**src/rtl/pm_noc_fifo_rd.sv**
```systemverilog
// rtl/pm_noc_fifo_rd.sv - PM-side read logic of the NoC-to-PM async packet FIFO with a 2-entry output buffer.
// Optional statistics outputs (pkt_count_o, level_max_o) are enabled by PM_NOC_FIFO_RD_STATS_EN.
module pm_noc_fifo_rd #(
  parameter int NOC_ASYNC_FIFO_AWIDTH      = 3,
  parameter int NOC_ASYNC_FIFO_PACKET_SIZE = 128,
  parameter int SYNC_STAGES                = 2
) (
  input  logic                                  clk_pm_i,
  input  logic                                  reset_pm_i,
  input  logic [NOC_ASYNC_FIFO_PACKET_SIZE-1:0] noc_fifo_pm_in_data_i,
  input  logic [NOC_ASYNC_FIFO_AWIDTH:0]        noc_fifo_pm_in_waddr_i,
  output logic [NOC_ASYNC_FIFO_AWIDTH:0]        noc_fifo_pm_in_raddr_o,
  output logic [NOC_ASYNC_FIFO_PACKET_SIZE-1:0] pkt_data_o,
  output logic                                  pkt_valid_o,
  input  logic                                  pkt_ready_i,
  output logic [NOC_ASYNC_FIFO_AWIDTH:0]        fifo_level_o,
  output logic                                  fifo_err_o
`ifdef PM_NOC_FIFO_RD_STATS_EN
  ,
  output logic [31:0]                           pkt_count_o,
  output logic [NOC_ASYNC_FIFO_AWIDTH:0]        level_max_o
`endif
);

  localparam int AW = NOC_ASYNC_FIFO_AWIDTH;
  localparam int PW = NOC_ASYNC_FIFO_PACKET_SIZE;
  localparam logic [AW:0] DEPTH = {1'b1, {AW{1'b0}}};

  function automatic logic [AW:0] gray2bin(input logic [AW:0] g);
    logic [AW:0] b;
    b = g;
    for (int i = 1; i <= AW; i++) begin
      b = b ^ (g >> i);
    end
    return b;
  endfunction

  function automatic logic [AW:0] bin2gray(input logic [AW:0] b);
    return b ^ (b >> 1);
  endfunction

  logic [AW:0] sync_q [SYNC_STAGES];
  logic [AW:0] wptr_gray_s;
  logic [AW:0] wptr_bin_s;
  logic [AW:0] rptr_bin_q;
  logic [AW:0] rptr_gray_q;
  logic [AW:0] rptr_bin_nxt;
  logic [AW:0] diff;
  logic [AW:0] level_q;
  logic        err_q;

  logic [PW-1:0] buf_q [2];
  logic          head_q;
  logic [1:0]    count_q;
  logic          tail;
  logic          empty;
  logic          pop;
  logic          fetch;

  always_ff @(posedge clk_pm_i) begin
    if (reset_pm_i) begin
      for (int i = 0; i < SYNC_STAGES; i++) begin
        sync_q[i] <= '0;
      end
    end else begin
      sync_q[0] <= noc_fifo_pm_in_waddr_i;
      for (int i = 1; i < SYNC_STAGES; i++) begin
        sync_q[i] <= sync_q[i-1];
      end
    end
  end

  assign wptr_gray_s  = sync_q[SYNC_STAGES-1];
  assign wptr_bin_s   = gray2bin(wptr_gray_s);
  assign empty        = (rptr_gray_q == wptr_gray_s);
  assign diff         = wptr_bin_s - rptr_bin_q;
  assign rptr_bin_nxt = rptr_bin_q + 1'b1;

  assign pkt_valid_o = (count_q != 2'd0);
  assign pop         = pkt_valid_o & pkt_ready_i;
  // A full buffer may still fetch when its head leaves in the same cycle.
  assign fetch       = !empty && (!count_q[1] || pop);
  // With count 2 the tail slot is the head slot being vacated by the pop.
  assign tail        = head_q ^ count_q[0];

  always_ff @(posedge clk_pm_i) begin
    if (reset_pm_i) begin
      rptr_bin_q  <= '0;
      rptr_gray_q <= '0;
      buf_q[0]    <= '0;
      buf_q[1]    <= '0;
      head_q      <= 1'b0;
      count_q     <= 2'd0;
      level_q     <= '0;
      err_q       <= 1'b0;
    end else begin
      if (fetch) begin
        buf_q[tail] <= noc_fifo_pm_in_data_i;
        rptr_bin_q  <= rptr_bin_nxt;
        rptr_gray_q <= bin2gray(rptr_bin_nxt);
      end
      if (pop) begin
        head_q <= ~head_q;
      end
      if (fetch && !pop) begin
        count_q <= count_q + 2'd1;
      end else if (pop && !fetch) begin
        count_q <= count_q - 2'd1;
      end
      level_q <= diff;
      if (diff > DEPTH) begin
        err_q <= 1'b1;
      end
    end
  end

  assign noc_fifo_pm_in_raddr_o = rptr_gray_q;
  assign pkt_data_o             = buf_q[head_q];
  assign fifo_level_o           = level_q;
  assign fifo_err_o             = err_q;

`ifdef PM_NOC_FIFO_RD_STATS_EN
  logic [31:0] pkt_count_q;
  logic [AW:0] level_max_q;

  // The maximum follows the value being loaded into fifo_level_o, so it never lags the level output.
  always_ff @(posedge clk_pm_i) begin
    if (reset_pm_i) begin
      pkt_count_q <= '0;
      level_max_q <= '0;
    end else begin
      if (pop) begin
        pkt_count_q <= pkt_count_q + 32'd1;
      end
      if (diff > level_max_q) begin
        level_max_q <= diff;
      end
    end
  end

  assign pkt_count_o = pkt_count_q;
  assign level_max_o = level_max_q;
`endif

endmodule
```
**config.mk**
```make
export PLATFORM = sky130hd
export DESIGN_NAME = pm_noc_fifo_rd
export DESIGN_NICKNAME = d
export VERILOG_FILES = /design/src/rtl/pm_noc_fifo_rd.sv
export SDC_FILE = /design/constraint.sdc
export NUM_CORES = 1
export LEC_CHECK = 0
export ABC_AREA = 1
export CAP_MARGIN = 30
export CORE_UTILIZATION = 51
export DETAILED_ROUTE_END_ITERATION = 12
export PLACE_DENSITY = 0.9
export SLEW_MARGIN = 30
export SYNTH_ARGS = -nofsm -noshare
export SYNTH_HDL_FRONTEND = slang
export SYNTH_SLANG_ARGS = --single-unit
```
**constraint.sdc**
```tcl
create_clock -name clk_pm_i -period 5.8 [get_ports clk_pm_i]
set_input_delay 1.45 -clock clk_pm_i [delete_from_list [all_inputs] [get_ports clk_pm_i]]
set_output_delay 1.45 -clock clk_pm_i [all_outputs]
set_load 0.01 [all_outputs]
```
==> results.cfg <==
[status]
status = finished clean

[yosys]
synth_nets = 1110
syn_area_um2 = 12400
synth_top_area_cell = edfxtp_1
synth-seq-cells = 280
yosysUniqueCellTypes = 26
synth_edf_count = 256
yosysMostFrequentCell = edfxtp_1
avgSynthCellArea_um2 = 12.8
synth_cells = 969
ys.flop_type = edfxtp_1
synthArstFlopShare_pct = 0
synth_area_leaders = edfxtp_1 (62%), mux2_2 (12%), nor2_1 (5.4%)
yosys-top-cells-count = edfxtp_1 (256), nor2_1 (177), inv_1 (151), mux2_2 (128), nor2_2 (95)
yosysSeqAreaShare_pct = 66.0
netlist.area_leader.share_pct = 62.1
yosys_warnings = 0

[pwr]
clock_power_share_pct = 25.8
p_per_area_nw_per_um2 = 447
swShare_pct = 29.2
power_switching_mw = 2.12
peakVddDrop_mv = 0.359
leakage_nw = 6.60
comb_power_share_pct = 32.8
seq_power_share_pct = 41.4
power.internal_mw = 5.13

[timing]
finClkSkew_ns = 0.0154
hold_viol_final = 0
fmax_ghz = 0.238
slew_headroom_pct = 39.7
timing.final.ws_setup_ns = 1.60
min_period_over_period_pct = 72.3
tightest_slew_ns = 0.904
final.setup.tns_ns = 0
rsz0062_at_grt = no
finalMaxSlewViolations = 0
setup_viol = 0
fin_crit_ns = 4.20

[global_route]
antenna_found_initial = 1
grt_pass1_wl_mm = 41.4
grt_max_degree = 84
grt.total_usage_pct = 21.7
grt_pass1_vias = 8087
gr-total-overflow = 0

[placement]
io_buffers = 272
routabilityCongestion = 0.765
hpwl_mm = 17.8
place_ws_ns = 1.56

[route]
antenna_left = 0
drt_first_pass_iters = 5
viasPerCell = 4.94
drt_iter0_drc = 424
drc_errors = 0
drt_wl_total_mm = 27.0
vias = 7812
wl_per_cell_um = 17.1

[cells_and_area]
utilization_pct = 68.7
layout.nets = 1380
area_growth_syn_to_layout_pct = 31.1
drive_gt1_share_pct = 23.2

[worst_setup_path]
startpoint_type = flop
worst-r2r-setup-slack_ns = 2.79
path_max_fanout = 83
required_ns = 4.35
crit_type = flop to output pin
cp_slowest_cell = dfxtp_4
crit_chain = buf_12 -> mux2_2 -> clkdlybuf4s50_1
cpPeakStageDelay_ns = 0.77
critPathArrivalTime_ns = 2.75
worstRegToRegCells = 11
end_kind = output pin

[floorplan]
initial_utilization_pct = 52.4
num_rows = 56
io_pins = 273
fp.coreArea_um2 = 23600
die_x_um = 158
die_y_um = 158
design.die.area_um2 = 24900

[clocking]
hold_buffers = 0
cts.clk_slew.worst_paths_ns = 0.06
insertion_delay_ns = 0.54
cts.sinks = 280
ctsRootBufferMaster = clkbuf_16
cts_setup_buffers = 0
cts_resized = 0
cts_tree = yes
numCtsBuffers = 29
cts_buffer_depth = 3
htreeDepth = 1

[min_path]
hold_path.class = flop to flop
holdPathStages = 2

[flow_run]
drv_cap = 0
worst paths after layout:
path,start,end
worst max-delay path,flop,pkt_data_o[3]
worst max register to register,rptr_bin_q[3],buf_q[1][104]
worst min-delay path,sync_q[0][1],sync_q[0][5]
worst min register to register,sync_q[0][1],sync_q[0][5]
kinds of logic after synthesis:
logic type	after synthesis	synth area share [%]
flops	280	66.0
xor+xnor	7	0.495
mux	128	11.6
compound gates	18	0.728
fa+ha+maj	6	0.667
simple gates	329	12.7
buf+inv	201	7.79
through the flow:
| stage | area (um2) | power [mW] | hold WS [ns] | instances |
|---|---|---|---|---|
| CTS | 16200 | 7.31 | 0.401 | 1579 |
| global placement | 15300 | 5.34 | 0.392 | 1527 |
| finish | 16200 | 7.25 | 0.405 | 1580 |
| global route | 16200 | 7.58 | 0.420 | 1579 |
| detailed placement | 15300 | 5.43 | 0.393 | 1527 |
| floorplan | 12400 | 4.39 | 0.388 | 969 |
cell usage in the layout, fill, tap and decap left out, types with 4 or more instances in the layout:
cell	instances
bufinv_16	5
clkbuf_1	5
buf_4	9
inv_2	5
a21oi_1	11
inv_1	151
clkinv_1	8
nand2_4	5
mux2_2	128
dfxtp_1	23
nor2_2	95
o21ai_0	7
nor2_1	177
ha_1	5
nand2_1	32
nand3_1	10
xor2_1	4
clkdlybuf4s50_1	272
clkbuf_16	29
edfxtp_1	256
registers in the layout, summed over array words and instances (netlist names), named ones only:
signal	flops
noc_fifo_pm_in_raddr_o	3
fifo_level_o	4
rptr_bin_q	4
fifo_err_o	1
buf_q	256
count_q	2
head_q	1
sync_q	8
area by class of cell:
| class | count | area (um2) |
|---|---|---|
| Clock inverter | 18 | 208 |
| Multi-Input combinational cell | 488 | 3270 |
| Timing Repair Buffer | 284 | 2850 |
| Fill cell | 1594 | 7380 |
| Tap cell | 319 | 399 |
| Antenna cell | 1 | 2.50 |
| Inverter | 156 | 586 |
| Clock buffer | 34 | 744 |
| Sequential cell | 280 | 8170 |
critical path, delay by kind of cell (launching register included):
family | cells | cell delay, ns
buffers and inverters | 2 | 0.96
flip-flops | 1 | 0.77
multiplexers | 1 | 0.39
power groups by stage:
stage | Sequential (mW) | Clock [mW] | Combinational [mW]
after CTS | 3.01 | 1.89 | 2.40
after floorplan | 3.01 | 0 | 1.39
after global placement | 3.01 | 0 | 2.32
after detailed placement | 3.05 | 0 | 2.38
final | 3.00 | 1.87 | 2.37
after global routing | 3.05 | 1.98 | 2.55
routing by layer:
metal	vias to the layer above	share of wire, %	track usage (%)
met4	2	3.2	7.81
met1	3745	38	25.7
met3	66	7.7	4.41
li1	3705	-	-
met5	-	0.048	0
met2	294	51	38.7
Power figures use the tool's default switching activity.
==> variant 1, RTL diff (same flow settings) <==
Remove the register `level_q`: a continuous assignment takes its place, so the output `fifo_level_o` follows one clock earlier.
--- a/src/rtl/pm_noc_fifo_rd.sv
+++ b/src/rtl/pm_noc_fifo_rd.sv
@@ -91,7 +91,6 @@
       buf_q[1]    <= '0;
       head_q      <= 1'b0;
       count_q     <= 2'd0;
-      level_q     <= '0;
       err_q       <= 1'b0;
     end else begin
       if (fetch) begin
@@ -107,12 +106,13 @@
       end else if (pop && !fetch) begin
         count_q <= count_q - 2'd1;
       end
-      level_q <= diff;
       if (diff > DEPTH) begin
         err_q <= 1'b1;
       end
     end
   end
+
+  assign level_q = diff;
 
   assign noc_fifo_pm_in_raddr_o = rptr_gray_q;
   assign pkt_data_o             = buf_q[head_q];
Function: changed (a bounded check fails within 4 cycles, from zero or initial values and one cycle with reset_pm_i high).
==> variant 1 against the unedited design <==
Setup slack got worse by 330 ps; sequential cell count fell by 4; synthesized area fell by 0.30%; final area fell by 1.2%; combinational power fell by 3%; non-clock buffer count fell by 5; power fell by 5.0%; hold slack improved by 14 ps; wire length fell by 0.93%; count of clock-buffer cells in the layout rose by 2; highest routed layer is now met4.
==> variant 1: results (changes against the unedited design) <==
outcome finished clean; area delta synth->final 29.9%; Synth top cells by count 256 x edfxtp_1, 225 x nor2_1, 156 x inv_1, 128 x mux2_2, 36 x nand2_1; pin count of the biggest net entering global routing 129 (+54%); GR Util met3 4.57% (+0.16 points); dpl hpwl 17300 um (-2.7%); cts bufs inserted 27 (-6.9%); WL/cell 17.1 um (-0.17%); CP max stage cell clkdlybuf4s50_1; DR iter-0 viols 437 (+3.1%); sw frac 29.5% (+0.28 points); R2R cell count 10 (-1); Post-CTS Resized 0 (unchanged); Compound-Gate Fraction of Synth Area 0.791% (+0.063 points); H-Tree Level Count 1 (unchanged); delay-heaviest family, CP XOR/XNOR gates; Placed Cells 1518 (-0.59%); GR Util met1 26.3% (+0.60 points); LEAKAGE 6.53 nW (-0.93%); maximum root-to-sink buffer count 3 (unchanged); Synth area leaders edfxtp_1 62%, mux2_2 12%, nor2_1 6.8%; Post-Synth Adder-Cell Area 0.669% (+0.0020 points); syn_area_per_cell 12.8 sq um (+0.11%); Total GRT Usage 21.6% (-0.068 points); clock network power 1.68 mW (-10%); vias in the first global route 8101 (+0.17%); worst-path fanout max 3 (-96%); share of layout cells above drive strength 1 18.4% (-4.8 points); GP Congestion 0.811 (+6.0%); vias per cell 5.02 (+1.6%); final net count 1369 (-0.80%); HP Class reg2reg; WP data arrival 3080 ps (+330 ps); worst vdd ir 312 uV (-13%); Max stage delay on crit path 600 ps (-170 ps); internal power 4.86 mW (-5.3%); FF-to-FF setup slack 2780 ps (about the same); WHS 419 ps (+13.6 ps); post-synthesis mux area share 11.7% (+0.035 points); post-place setup slack 1390 ps (-175 ps); TritonRoute pass-1 iters 5 (unchanged); WL final 26800 um (-0.93%); count of cell types in the netlist 29 (+12%); Post-Syn Nets 1106 (-0.36%); XOR/XNOR Fraction of Synth Area 0.426% (-0.069 points); sequential area share after synthesis 65.5% (-0.45 points); initial antenna violation count 0 (-1); ant diodes 0 (-1); synth warn 0 (unchanged); first-pass GRT wire length 41200 um (-0.58%); Max-Slew Margin vs Limit 42.2% (+2.5 points); clk_skew 12.4 ps (-3.00 ps); FILL cells 1619 (+1.6%); Final WS setup 1270 ps (-334 ps); GR Layer Usage met2 37.7% (-1.0 points); placed inst area 15200 sq um (-0.66%); Power Combinational 2.29 mW (-3%); WHS Path Cells 2 (unchanged); Regs by FF count buf_q (256), sync_q (8), rptr_bin_q (4)
-- variant 1: cell types whose count changed after synthesis, sizes merged --
cell / unedited run / this run
dfxtp: 24 / 20
xor2: 4 / 3
o21ai: 7 / 4
a21oi: 11 / 14
nand3b: 0 / 2
o211ai: 0 / 1
nand2: 42 / 44
nor2: 274 / 267
inv: 156 / 159
-- variant 1: final cells by class --
class / instances / area share [%]
clock buffers: 36 / 4.68
clock inverters: 14 / 0.663
inverters: 159 / 3.72
multi-input cells: 485 / 20.3
flip-flops and latches: 276 / 50.5
well taps: 319 / 2.49
repair buffers: 279 / 17.6
-- variant 1: worst paths after layout --
kind                               startpoint               to
worst max register to register  rptr_bin_q[3]    buf_q[1][100]
worst min-delay path             sync_q[0][0]     sync_q[0][4]
worst max-delay path             sync_q[0][6]  fifo_level_o[2]
worst min register to register   sync_q[0][0]     sync_q[0][4]
-- variant 1: layer usage --
metal  wire (um)  vias up
met2       13400      318
li1            -     3690
met4         949        0
met3        1910       64
met1       10500     3803
met5           0        -
==> variant 2, RTL diff (same settings) <==
Without the edit above. Set the parameter `NOC_ASYNC_FIFO_AWIDTH` to 2 (it was 3).
--- a/src/rtl/pm_noc_fifo_rd.sv
+++ b/src/rtl/pm_noc_fifo_rd.sv
@@ -1,7 +1,7 @@
 // rtl/pm_noc_fifo_rd.sv - PM-side read logic of the NoC-to-PM async packet FIFO with a 2-entry output buffer.
 // Optional statistics outputs (pkt_count_o, level_max_o) are enabled by PM_NOC_FIFO_RD_STATS_EN.
 module pm_noc_fifo_rd #(
-  parameter int NOC_ASYNC_FIFO_AWIDTH      = 3,
+  parameter int NOC_ASYNC_FIFO_AWIDTH      = 2,
   parameter int NOC_ASYNC_FIFO_PACKET_SIZE = 128,
   parameter int SYNC_STAGES                = 2
 ) (
Ports: changed (resized fifo_level_o, noc_fifo_pm_in_raddr_o and noc_fifo_pm_in_waddr_i); port bits go from 273 to 270. No check against the original RTL was run, so the function may have changed too.
==> variant 2 against the unedited design <==
Wire length shrank 6.2%; hold slack gained 13 ps; sequential cell count shrank 5; setup slack lost 56 ps; die area shrank 5.2%; via count shrank 3.0%; final area shrank 4.8%; synthesized area shrank 5.3%; first-iteration DRC count grew 10%; critical endpoint is now pkt_data_o[4]; power shrank 1.3%.
==> variant 2: results (changes against the unedited design) <==
Post-Synthesis Cells 936 (-3.4%); FF-to-FF setup slack 3360 ps (+570 ps); placed inst area 14700 sq um (-4.1%); cts bufs inserted 28 (-3.4%); worst vdd ir 270 uV (-25%); Setup crit end pkt_data_o[4]; LEAKAGE 6.41 nW (-2.8%); crit path time final 4250 ps (+55.7 ps); vias in the first global route 7897 (-2.3%); outcome finished clean; count of cell types in the netlist 20 (-23%); post-place setup slack 1710 ps (+144 ps); # port buffers 269 (-1.1%); Synth top cells by count 270 x nor2_1, 256 x edfxtp_1, 150 x inv_1, 128 x mux2_2, 31 x buf_2; GR Util met1 26.1% (+0.39 points); Tightest Pin Transition 913 ps (+8.61 ps); clk_skew 8.37 ps (-7.08 ps); GP Congestion 0.763 (-0.22%); Synth area leaders edfxtp_1 66%, mux2_2 12%, nor2_1 8.6%; routed via count 7581 (-3.0%); Post-Syn Nets 1074 (-3.2%); GR Util met3 4.03% (-0.38 points); pin count of the biggest net entering global routing 129 (+54%); Skew-Pair Late Insertion Delay 520 ps (-20 ps); Max stage delay on crit path 830 ps (+60 ps); ant diodes 0 (-1); reg2reg start rptr_bin_q[2]; WL final 25400 um (-6.2%); initial antenna violation count 0 (-1); Regs by FF count buf_q (256), sync_q (6)
-- variant 2: power groups by stage --
stage          logic (mW)  clock network (mW)  registers [mW]
3_3_place_gp         2.43                   0            3.08
2_1_floorplan        1.36                   0            3.07
6_report             2.48                1.59            3.08
4_1_cts              2.50                1.63            3.09
5_1_grt              2.66                1.70            3.14
3_5_place_dp         2.48                   0            3.12
-- variant 2: tightest hold or removal path, cell delays in order, from the launching register on --
cell	delay [ps]
dfxtp_1	300
inv_1	50
nor2_1	40
-- variant 2: layer usage --
| layer | wire [um] | vias to the layer above |
|---|---|---|
| li1 | - | 3579 |
| met1 | 9710 | 3680 |
| met2 | 13300 | 276 |
| met3 | 1740 | 46 |
| met4 | 654 | 0 |
| met5 | 0 | - |
-- variant 2: kinds of logic after synthesis --
logic type,after synthesis,synth area share [%]
compound gates,13,0.555
fa+ha+maj,4,0.491
mux,128,12.3
flops,275,68.8
xor+xnor,5,0.374
simple gates,312,10.4
buf+inv,199,7.09
-- variant 2: how the worst min path moves through the flow --
stage	from	to	slack, ps	cells past startpoint
floorplan	sync_q[0][0]	sync_q[0][3]	390	2
global placement	sync_q[0][1]	sync_q[0][4]	390	2
detailed placement	sync_q[0][2]	sync_q[0][5]	410	2
CTS	sync_q[0][0]	sync_q[0][3]	420	2
global route	sync_q[0][2]	sync_q[0][5]	430	2
finish	sync_q[0][0]	sync_q[0][3]	420	2
-- variant 2: cell type report --
type                    count  area [sq um]
clock buffers              42           774
clock inverters             5          25.0
fillers                  1574          7120
inverters                 152           571
multi-input cells         462          2860
flip-flops and latches    275          8070
well taps                 285           357
repair buffers            278          2800
